==> config.mk <==
export PLATFORM = sky130hd
export DESIGN_NAME = jtag_boot_seq_flat
export DESIGN_NICKNAME = d
export VERILOG_FILES = /design/src/rtl/jtag_boot_seq_if.sv /design/src/rtl/jtag_boot_seq.sv /design/src/flat_wrapper.sv
export SDC_FILE = /design/constraint.sdc
export NUM_CORES = 1
export LEC_CHECK = 0
export CORE_AREA = 2 2 160 84
export DETAILED_ROUTE_END_ITERATION = 8
export DIE_AREA = 0 0 162 86
export PLACE_DENSITY = 0.58
export SLEW_MARGIN = 10
export SYNTH_ARGS = -nofsm -noshare
export SYNTH_HDL_FRONTEND = slang
export SYNTH_SLANG_ARGS = --single-unit
==> constraint.sdc <==
create_clock -name clk -period 2.15 [get_ports clk]
set_input_delay 0.215 -clock clk [delete_from_list [all_inputs] [get_ports clk]]
set_output_delay 0.215 -clock clk [all_outputs]
set_load 0.01 [all_outputs]
==> src/rtl/jtag_boot_seq_if.sv <==
// Pin bundle between the test top and the JTAG boot sequencer:
// sequencer control/status plus the four-wire TAP side.
interface jtag_boot_seq_if #(
  parameter int DR_WIDTH = 32
);
  logic                start_i;
  logic [DR_WIDTH-1:0] boot_addr_i;
  logic                busy_o;
  logic                done_o;
  logic                fetch_enable_o;
  logic [DR_WIDTH-1:0] dr_capture_o;
  logic                trstn_o;
  logic                tms_o;
  logic                tdi_o;
  logic                tdo_i;

  modport slave (
    input  start_i, boot_addr_i, tdo_i,
    output busy_o, done_o, fetch_enable_o, dr_capture_o, trstn_o, tms_o, tdi_o
  );

  modport master (
    output start_i, boot_addr_i, tdo_i,
    input  busy_o, done_o, fetch_enable_o, dr_capture_o, trstn_o, tms_o, tdi_o
  );
endinterface

==> src/rtl/jtag_boot_seq.sv <==
// Post-reset TAP sequencer: TRST, Test-Logic-Reset, IR load, DR load/capture,
// back to Run-Test/Idle, then release the core via fetch_enable_o.
module jtag_boot_seq #(
  parameter int                  IR_WIDTH    = 4,
  parameter logic [IR_WIDTH-1:0] IR_CODE     = 4'b1000,
  parameter int                  DR_WIDTH    = 32,
  parameter int                  TRST_CYCLES = 4,
  parameter bit                  AUTO_FETCH  = 1'b1
) (
  input  logic            clk,
  input  logic            rst_n,
  jtag_boot_seq_if.slave  bus
);

  localparam int CMAX_A = (DR_WIDTH > TRST_CYCLES) ? DR_WIDTH : TRST_CYCLES;
  localparam int CMAX   = (CMAX_A > 5) ? CMAX_A : 5;
  localparam int CW     = $clog2(CMAX);

  typedef logic [CW-1:0] cnt_t;

  localparam cnt_t TRST_LAST = cnt_t'(TRST_CYCLES - 1);
  localparam cnt_t IR_LAST   = cnt_t'(IR_WIDTH - 1);
  localparam cnt_t DR_LAST   = cnt_t'(DR_WIDTH - 1);
  localparam cnt_t C0        = cnt_t'(0);
  localparam cnt_t C1        = cnt_t'(1);
  localparam cnt_t C2        = cnt_t'(2);
  localparam cnt_t C4        = cnt_t'(4);

  // Phases are encoded in run order so the sequencer advances by increment.
  localparam logic [3:0] S_IDLE  = 4'd0;
  localparam logic [3:0] S_TRST  = 4'd1;
  localparam logic [3:0] S_TLR   = 4'd2;
  localparam logic [3:0] S_GOIR  = 4'd3;
  localparam logic [3:0] S_SHIR  = 4'd4;
  localparam logic [3:0] S_ENDIR = 4'd5;
  localparam logic [3:0] S_GODR  = 4'd6;
  localparam logic [3:0] S_SHDR  = 4'd7;
  localparam logic [3:0] S_ENDDR = 4'd8;
  localparam logic [3:0] S_FIN   = 4'd9;
  localparam logic [3:0] S_DONE  = 4'd10;

  logic [3:0]          state_q, state_d;
  cnt_t                cnt_q, cnt_d;
  logic [DR_WIDTH-1:0] addr_q, addr_d;
  logic [DR_WIDTH-1:0] cap_q, cap_d;
  logic                trstn_q, trstn_d;
  logic                tms_q, tms_d;
  logic                tdi_q, tdi_d;
  logic                busy_q, busy_d;
  logic                done_q, done_d;
  logic                fetch_q, fetch_d;
  logic                launch;
  logic [IR_WIDTH-1:0] ir_sh;
  logic [DR_WIDTH-1:0] dr_sh;

  function automatic cnt_t phase_last(input logic [3:0] s);
    cnt_t r;
    r = C0;
    case (s)
      S_TRST:          r = TRST_LAST;
      S_TLR, S_GOIR:   r = C4;
      S_SHIR:          r = IR_LAST;
      S_ENDIR,S_ENDDR: r = C1;
      S_GODR:          r = C2;
      S_SHDR:          r = DR_LAST;
      default:         r = C0;
    endcase
    return r;
  endfunction

  always_comb begin
    launch  = (state_q == S_IDLE) && bus.start_i;
    state_d = state_q;
    cnt_d   = cnt_q;
    case (state_q)
      S_IDLE: begin
        cnt_d = C0;
        if (launch) state_d = S_TRST;
      end
      S_DONE: begin
        cnt_d   = C0;
        state_d = S_IDLE;
      end
      default: begin
        if (cnt_q == phase_last(state_q)) begin
          state_d = state_q + 4'd1;
          cnt_d   = C0;
        end else begin
          cnt_d = cnt_q + C1;
        end
      end
    endcase

    // Pin values are a function of the phase being entered, so the
    // registered outputs line up with state_q/cnt_q one cycle later.
    ir_sh   = IR_CODE >> cnt_d;
    dr_sh   = addr_q >> cnt_d;
    trstn_d = (state_d != S_TRST);
    tms_d   = 1'b1;
    tdi_d   = 1'b0;
    case (state_d)
      S_GOIR:  tms_d = (cnt_d == C1) || (cnt_d == C2);
      S_SHIR: begin
        tms_d = (cnt_d == IR_LAST);
        tdi_d = ir_sh[0];
      end
      S_ENDIR, S_GODR, S_ENDDR: tms_d = (cnt_d == C0);
      S_SHDR: begin
        tms_d = (cnt_d == DR_LAST);
        tdi_d = dr_sh[0];
      end
      S_FIN:   tms_d = 1'b0;
      default: tms_d = 1'b1;
    endcase

    busy_d = (state_d != S_IDLE) && (state_d != S_DONE);
    done_d = (state_d == S_DONE);

    addr_d = launch ? bus.boot_addr_i : addr_q;

    fetch_d = fetch_q;
    if (launch)                fetch_d = 1'b0;
    else if (state_d == S_DONE) fetch_d = AUTO_FETCH;

    // TDO is sampled on the edge that closes each Shift-DR cycle.
    cap_d = cap_q;
    if (launch)                 cap_d = '0;
    else if (state_q == S_SHDR) cap_d = {bus.tdo_i, cap_q[DR_WIDTH-1:1]};
  end

  always_ff @(posedge clk) begin
    if (!rst_n) begin
      state_q <= S_IDLE;
      cnt_q   <= C0;
      addr_q  <= '0;
      cap_q   <= '0;
      trstn_q <= 1'b0;
      tms_q   <= 1'b1;
      tdi_q   <= 1'b0;
      busy_q  <= 1'b0;
      done_q  <= 1'b0;
      fetch_q <= 1'b0;
    end else begin
      state_q <= state_d;
      cnt_q   <= cnt_d;
      addr_q  <= addr_d;
      cap_q   <= cap_d;
      trstn_q <= trstn_d;
      tms_q   <= tms_d;
      tdi_q   <= tdi_d;
      busy_q  <= busy_d;
      done_q  <= done_d;
      fetch_q <= fetch_d;
    end
  end

  assign bus.trstn_o        = trstn_q;
  assign bus.tms_o          = tms_q;
  assign bus.tdi_o          = tdi_q;
  assign bus.busy_o         = busy_q;
  assign bus.done_o         = done_q;
  assign bus.fetch_enable_o = fetch_q;
  assign bus.dr_capture_o   = cap_q;

endmodule

==> src/flat_wrapper.sv <==
// flat-port wrapper written by rule: the top's interface ports become plain ports
module jtag_boot_seq_flat 
#(
  parameter int                  IR_WIDTH    = 4,
  parameter logic [IR_WIDTH-1:0] IR_CODE     = 4'b1000,
  parameter int                  DR_WIDTH    = 32,
  parameter int                  TRST_CYCLES = 4,
  parameter bit                  AUTO_FETCH  = 1'b1
)
  (clk, rst_n, bus_start_i, bus_boot_addr_i, bus_tdo_i, bus_busy_o, bus_done_o, bus_fetch_enable_o, bus_dr_capture_o, bus_trstn_o, bus_tms_o, bus_tdi_o);
  jtag_boot_seq_if #(.DR_WIDTH(DR_WIDTH)) bus_i ();
  input  logic clk;
  input  logic rst_n;
  input wire logic [$bits(bus_i.start_i)-1:0] bus_start_i;
  input wire logic [$bits(bus_i.boot_addr_i)-1:0] bus_boot_addr_i;
  input wire logic [$bits(bus_i.tdo_i)-1:0] bus_tdo_i;
  output wire logic [$bits(bus_i.busy_o)-1:0] bus_busy_o;
  output wire logic [$bits(bus_i.done_o)-1:0] bus_done_o;
  output wire logic [$bits(bus_i.fetch_enable_o)-1:0] bus_fetch_enable_o;
  output wire logic [$bits(bus_i.dr_capture_o)-1:0] bus_dr_capture_o;
  output wire logic [$bits(bus_i.trstn_o)-1:0] bus_trstn_o;
  output wire logic [$bits(bus_i.tms_o)-1:0] bus_tms_o;
  output wire logic [$bits(bus_i.tdi_o)-1:0] bus_tdi_o;
  assign bus_i.start_i = bus_start_i;
  assign bus_i.boot_addr_i = bus_boot_addr_i;
  assign bus_i.tdo_i = bus_tdo_i;
  assign bus_busy_o = bus_i.busy_o;
  assign bus_done_o = bus_i.done_o;
  assign bus_fetch_enable_o = bus_i.fetch_enable_o;
  assign bus_dr_capture_o = bus_i.dr_capture_o;
  assign bus_trstn_o = bus_i.trstn_o;
  assign bus_tms_o = bus_i.tms_o;
  assign bus_tdi_o = bus_i.tdi_o;
  jtag_boot_seq #(.IR_WIDTH(IR_WIDTH), .IR_CODE(IR_CODE), .DR_WIDTH(DR_WIDTH), .TRST_CYCLES(TRST_CYCLES), .AUTO_FETCH(AUTO_FETCH)) u_core (.clk(clk), .rst_n(rst_n), .bus(bus_i));
endmodule
==> flow_summary_export.csv, run 1 <==
group,metric,value,unit
outcome,status,"finished, final reports clean",
yosys,yosysTopAreaCellShare,45.0,%
finish,nNetsFinal,598,
clock_tree,cts_num_sinks,83,
critical_path,cp.required,2.42,ns
die,io_pins,74,
yosys,synth_area_leaders,"dfxtp_1 45%, nand2_1 15%, a21oi_1 9.6%",
hold_path,holdPathStages,3,
yosys,ys_top_cells_by_count,"148 x nand2_1, 83 x dfxtp_1, 71 x a21oi_1, 21 x clkbuf_1, 20 x nor2_1",
yosys,synth_top_area_cell,"dfxtp_1",
yosys,synth.distinct_cells,59,
timing,max_freq,469,MHz
critical_path,regToRegSetupSlack,0.02,ns
hold_path,hold_path_class,"input port to flip-flop",
route,vias_per_cell,4.70,
finish,drive_gt1_share,19.4,%
critical_path,crit_path_top_delay_cell,"dfxtp_2",
route,routed_wl,10.3,mm
power,cellPowerDensity,903,mW/mm²
place,hpwl,7.31,mm
timing,setup_viol,0,
critical_path,path_class,"flip-flop to flip-flop",
power,vdd_ir_drop_max,394,µV
yosys,synthArstFlopShare,0,%
critical_path,reg2reg_from,"u_core.cnt_q[0]$_SDFF_PN0_",
clock_tree,htree_levels,3,
timing,fin_worst_skew,0.0113,ns
timing,hold_viol,0,
critical_path,cp-end-kind,"flip-flop",
route,drcViolationCount,0,
route,dr.pass1.iters,4,
clock_tree,clk_pin_slew,0.07,ns
critical_path,slowest_delay,0.35,ns
yosys,synth.avg_cell_area,8.10,µm²
die,core_area,0.0124,mm²
power,p_sw_share,30.1,%
finish,diodes,0,
critical_path,critPathLaunchType,"flip-flop",
yosys,syn_inst,456,
yosys,syn-num-nets,496,
route,vias,3446,
finish,area.growth.synth_to_final,45.5,%
yosys,synth_seq_cells,83,
yosys,synth.most_common_cell,"nand2_1",
grt,antenna_found_initial,0,
clock_tree,cts_root_buf,"clkbuf_16",
yosys,ys_seq_area_share,45.0,%
timing,rsz0062_at_grt,"true",
die,die_w,162,µm
grt,grt_pass1_wl,16.5,mm
critical_path,r2r_end,"u_core.bus.tms_o$_SDFF_PN1_",
yosys,synth-edff-count,0,
place,dp_cells,708,
timing,finalCritPeriodShare,99.2,%
die,fp.dieH,86,µm
timing,final.setup.tns,0,ns
die,initial_utilization,29.8,%
route,drtIter0Drc,235,
critical_path,worstPathArrival,2.40,ns
clock_tree,clockBufferDepth,2,
yosys,synth_ff_type,"dfxtp_1",
route,ant_nets,0,
power,p_clk_share,34.3,%
grt,grt_pass1_vias,3217,
timing,relSlewSlack,74.3,%
critical_path,path_max_fanout,5,
yosys,yosysWarnings,0,
grt,grt_max_degree,34,
die,num_rows,29,
hold_path,hold_path_end,"u_core.addr_q[4]$_SDFFE_PN0P_",
power,power.total,4.85,mW
power,pwr-share-seq,35.9,%
finish,fin_cells,733,
power,power.net_switching,1.46,mW
timing,drv_slew,0,
grt,grt_overflow,0,
power,power_frac_comb,29.8,%
place,port_buffers,73,
timing,min_period,2.13,ns
die,die_area,0.0139,mm²
hold_path,holdCritStartpoint,"bus_boot_addr_i[4]",
clock_tree,cts_tree,"done",
power,power.leakage,1.94,nW
yosys,syn_area,0.00369,mm²
power,internal_power,3.39,mW
route,avgRoutedWirePerCell,14.0,µm
critical_path,ff2ff_path_depth,9,
timing,tightest_slew,0.384,ns
place,gp_congestion,0.896,
job,cap_viol_max_count,0,
clock_tree,clock_latency,0.34,ns
grt,grtUsageTotal,14.9,%
critical_path,path_cells,"buf_4, xnor2_4, o2111ai_4, buf_6, mux2i_2, o21a_2, and3_1, a311o_1, nand4_1",
clock_tree,numCtsBuffers,9,
## cell usage in the layout, fill, tap and decap left out, types with 2 or more instances in the layout
cell / instances
o21ai_0: 3
nand2_1: 148
a31oi_1: 3
o32ai_1: 2
bufinv_16: 2
xor2_1: 2
or4_4: 2
clkinv_2: 2
buf_4: 45
nor3_2: 5
nor2_4: 2
xnor2_4: 3
a21oi_1: 70
buf_6: 2
nor2_1: 17
mux2i_1: 9
nor2b_1: 2
nand4_1: 3
a41oi_1: 2
a211o_1: 2
xnor2_1: 2
nor2_2: 2
clkdlybuf4s50_1: 73
ha_4: 3
dfxtp_1: 79
inv_6: 3
nand3_1: 8
nand3b_1: 2
nor4_2: 2
nor3_1: 2
mux4_2: 2
o21ai_2: 2
inv_1: 3
and3_1: 5
dfxtp_2: 3
clkbuf_16: 9
## worst max-delay path: cells and delay by family, from the launching register on
kind                   cells  cell delay, ns
AND/OR/NAND/NOR            2            0.29
AO/OA/AOI/OAI              3            0.77
buffers and inverters      2            0.33
XOR/XNOR                   1            0.19
multiplexers               1            0.15
flip-flops                 1            0.35
## area by class of cell
class                      instances  area, µm²
clock inverter                     7       96.3
multi-input combinational        338       2040
timing repair buffer             121       1110
inverter                           5       21.3
fill                            1262       7030
sequential                        83       1670
clock buffer                       9        225
tap                              170        213
## cells by family (layout without fill, tap and decap cells)
logic type / Yosys count / count (layout) / synth area share (%)
and+or+nand+nor: 210 / 210 / 24.6
AOI/OAI and AO/OA: 101 / 101 / 16.3
DFF: 83 / 83 / 45.0
buffers and inverters: 35 / 142 / 5.08
muxes: 14 / 14 / 4.50
xor gates and xnor gates: 9 / 9 / 3.25
adders and majority gates: 4 / 4 / 1.35
## power groups by stage
stage / registers (mW) / clock network, mW / logic (mW)
2_1_floorplan: 1.75 / 0 / 0.717
3_3_place_gp: 1.76 / 0 / 1.16
3_5_place_dp: 1.76 / 0 / 1.17
4_1_cts: 1.73 / 1.70 / 1.22
5_1_grt: 1.76 / 1.78 / 1.58
6_report: 1.74 / 1.66 / 1.45
## metal layers
layer	global-route usage, %	part of all wire, %	vias to the layer above
met1	22.8	53	1608
met5	0	0	-
met4	3.62	0.90	0
met2	19.8	41	85
met3	4.40	5.8	7
li1	-	-	1746
## how the worst max path moves through the flow
| stage | from | to | depth (start not counted) |
|---|---|---|---|
| final | u_core.cnt_q[0]$_SDFF_PN0_ | u_core.bus.tms_o$_SDFF_PN1_ | 9 |
| after global routing | u_core.cnt_q[0]$_SDFF_PN0_ | u_core.bus.tms_o$_SDFF_PN1_ | 10 |
| after CTS | u_core.cnt_q[0]$_SDFF_PN0_ | u_core.bus.tms_o$_SDFF_PN1_ | 8 |
| after detailed placement | u_core.cnt_q[0]$_SDFF_PN0_ | u_core.bus.tdi_o$_SDFF_PN0_ | 9 |
| after global placement | u_core.cnt_q[0]$_SDFF_PN0_ | u_core.bus.tdi_o$_SDFF_PN0_ | 8 |
| after floorplan | u_core.state_q[0]$_SDFF_PN0_ | u_core.bus.tms_o$_SDFF_PN1_ | 9 |
## sequential cells by signal, summed over array words and instances, names as in the netlist, named ones only
| signal | flops |
|---|---|
| u_core.bus.tdi_o | 1 |
| u_core.bus.dr_capture_o | 32 |
| u_core.state_q | 4 |
| u_core.bus.fetch_enable_o | 1 |
| u_core.addr_q | 32 |
| u_core.cnt_q | 5 |
| u_core.bus.busy_o | 1 |
| u_core.bus.done_o | 1 |
| u_core.bus.trstn_o | 1 |
| u_core.bus.tms_o | 1 |
## stage by stage
step | util (%) | worst slack, ns | area [µm²] | hold slack [ns]
floorplan | - | 0.0443 | 3720 | 0.289
global placement | 38.6 | -0.0421 | 4800 | 0.441
detailed placement | 38.6 | -0.0573 | 4800 | 0.447
CTS | 41.6 | 0.00298 | 5170 | 0.413
global route | 43.3 | -0.0664 | 5380 | 0.429
finish | 43.3 | 0.0178 | 5380 | 0.425
## repair_timing
action,in CTS,in global routing
gates resized for setup,7,33
setup endpoints to repair,5,10
buffers inserted,3,6
pin swaps,3,12
hold buffers,0,0
Power figures use the tool's default switching activity.
==> run 2: changes to the inputs <==
- CORE_AREA: 2 2 160 84 -> 8 8 166 90
- DIE_AREA: 0 0 162 86 -> 0 0 174 98
- MAX_ROUTING_LAYER: not set -> met4
==> flow_summary_export.csv, run 2 (synthesis results as in run 1) <==
group,metric,value,unit
route,dr.pass1.iters,4,
timing,setup_viol,1,
clock_tree,cts_num_sinks,83,
route,ant_nets,0,
route,avgRoutedWirePerCell,14.5,µm
clock_tree,clk_pin_slew,0.06,ns
die,num_rows,30,
power,cellPowerDensity,883,mW/mm²
finish,layout_common_cells,"148 x nand2_1, 80 x dfxtp_1, 73 x clkdlybuf4s50_1, 70 x a21oi_1, 34 x buf_4",
grt,grt_max_degree,34,
critical_path,path_class,"flip-flop to flip-flop",
timing,drv_slew,0,
job,cap_viol_max_count,0,
clock_tree,cts_root_buf,"clkbuf_16",
critical_path,path_max_fanout,6,
finish,final_common_cell,"nand2_1",
grt,grt_overflow,0,
timing,relSlewSlack,70.5,%
timing,hold_ws,0.427,ns
die,die_area,0.0171,mm²
timing,rsz0062_at_grt,"true",
critical_path,cp-end-kind,"flip-flop",
place,hpwl,7.85,mm
finish,nNetsFinal,585,
timing,max_freq,463,MHz
route,vias_per_cell,4.69,
finish,diodes,0,
finish,utilization,40.6,%
power,vdd_ir_drop_max,382,µV
timing,final.setup.tns,-0.00990,ns
route,drcViolationCount,0,
timing,finalCritPeriodShare,100,%
grt,grt_pass1_wl,17.2,mm
place,gp_congestion,0.910,
die,initial_utilization,28.8,%
timing,min_period,2.16,ns
route,vias,3408,
timing,hold_viol,0,
grt,antenna_found_initial,0,
die,fp.dieH,98,µm
die,die_w,174,µm
hold_path,hold_path_class,"input port to flip-flop",
die,io_pins,74,
clock_tree,clockBufferDepth,2,
route,routed_wl,10.5,mm
die,core_area,0.0128,mm²
clock_tree,numCtsBuffers,9,
clock_tree,cts_tree,"done",
finish,drive_gt1_share,15.8,%
power,power.leakage,1.86,nW
critical_path,critPathLaunchType,"flip-flop",
timing,tightest_slew,0.438,ns
outcome,status,"complete, but fails checks",
grt,grtUsageTotal,12.6,%
critical_path,worstPathArrival,2.43,ns
finish,area.growth.synth_to_final,41.0,%
clock_tree,htree_levels,3,
timing,fin_worst_skew,0.00828,ns
grt,grt_pass1_vias,3322,
timing,setup_slack,-0.00990,ns
clock_tree,clock_latency,0.33,ns
place,port_buffers,73,
outcome,violations,"negative setup slack",
critical_path,cp.required,2.42,ns
route,drtIter0Drc,193,
-- run 2: changes by cell type in the layout (fill, tap and decap cells not counted), moves of 2 or more --
cell,change
buf_6,-2
nor4_1,+2
buf_4,-11
nor3_1,+3
inv_6,-2
nor3_2,-4
nor2_1,+2
nor4_2,-2
-- run 2: layer usage --
metal  wire, µm  GRT usage (%)  part of all wire [%]  vias to the layer above
met1       5500           17.8                    52                     1597
met3        443           3.12                   4.2                        4
li1           -              -                     -                     1728
met4         81           3.72                  0.77                        0
met5          0              -                     0                        -
met2       4530           17.2                    43                       79
-- run 2: power by group --
| part | total, mW | internal, mW | switching (mW) |
|---|---|---|---|
| clock | 1.54 | 0.909 | 0.634 |
| combinational | 1.33 | 0.608 | 0.720 |
| sequential | 1.73 | 1.66 | 0.0761 |
-- run 2: timing repair --
item,CTS,global route
pin swaps,1,11
buffers inserted,1,4
resized for setup,7,21
hold buffers,0,0
setup endpoints to repair,3,6
-- run 2: path summary, 6_finish.rpt --
check	cells after the start	end	startpoint	slack (ns)
max	9	u_core.bus.tms_o$_SDFF_PN1_	u_core.state_q[1]$_SDFF_PN0_	-0.01
min	3	u_core.addr_q[27]$_SDFFE_PN0P_	bus_boot_addr_i[27]	0.43
max reg2reg	9	u_core.bus.tms_o$_SDFF_PN1_	u_core.state_q[1]$_SDFF_PN0_	-0.01
min reg2reg	2	u_core.addr_q[15]$_SDFFE_PN0P_	u_core.addr_q[15]$_SDFFE_PN0P_	0.46
-- run 2: final cells by class --
cell class | instances | area [µm²]
inverter | 5 | 21.3
tap | 176 | 220
multi-input combinational | 338 | 1990
clock buffer | 9 | 225
fill | 1298 | 7630
timing repair buffer | 108 | 1010
sequential | 83 | 1670
clock inverter | 7 | 76.3
-- run 2: through the flow --
step / worst slack, ns / power [mW] / std cells / area (µm²)
2_1_floorplan: 0.0443 / 2.47 / 456 / 3720
3_3_place_gp: 0.0344 / 2.88 / 705 / 4740
3_5_place_dp: -0.0453 / 2.91 / 705 / 4740
4_1_cts: 0.00594 / 4.51 / 722 / 5080
5_1_grt: -0.0959 / 4.84 / 726 / 5210
6_report: -0.00990 / 4.60 / 726 / 5210
-- run 2: worst max-delay path: stages (launching register included) --
cell	delay, ns
dfxtp_4	0.39
inv_4	0.05
ha_4	0.17
mux2i_4	0.19
nor2_4	0.10
or4_4	0.57
nand2_4	0.11
a21boi_2	0.05
a2111o_1	0.39
nand4_1	0.08
==> run 3: changes to the inputs <==
- CTS_CLUSTER_SIZE: not set -> 14
==> results of run 3 <==
Final layout, timing and power as in run 2 (identical DEF).
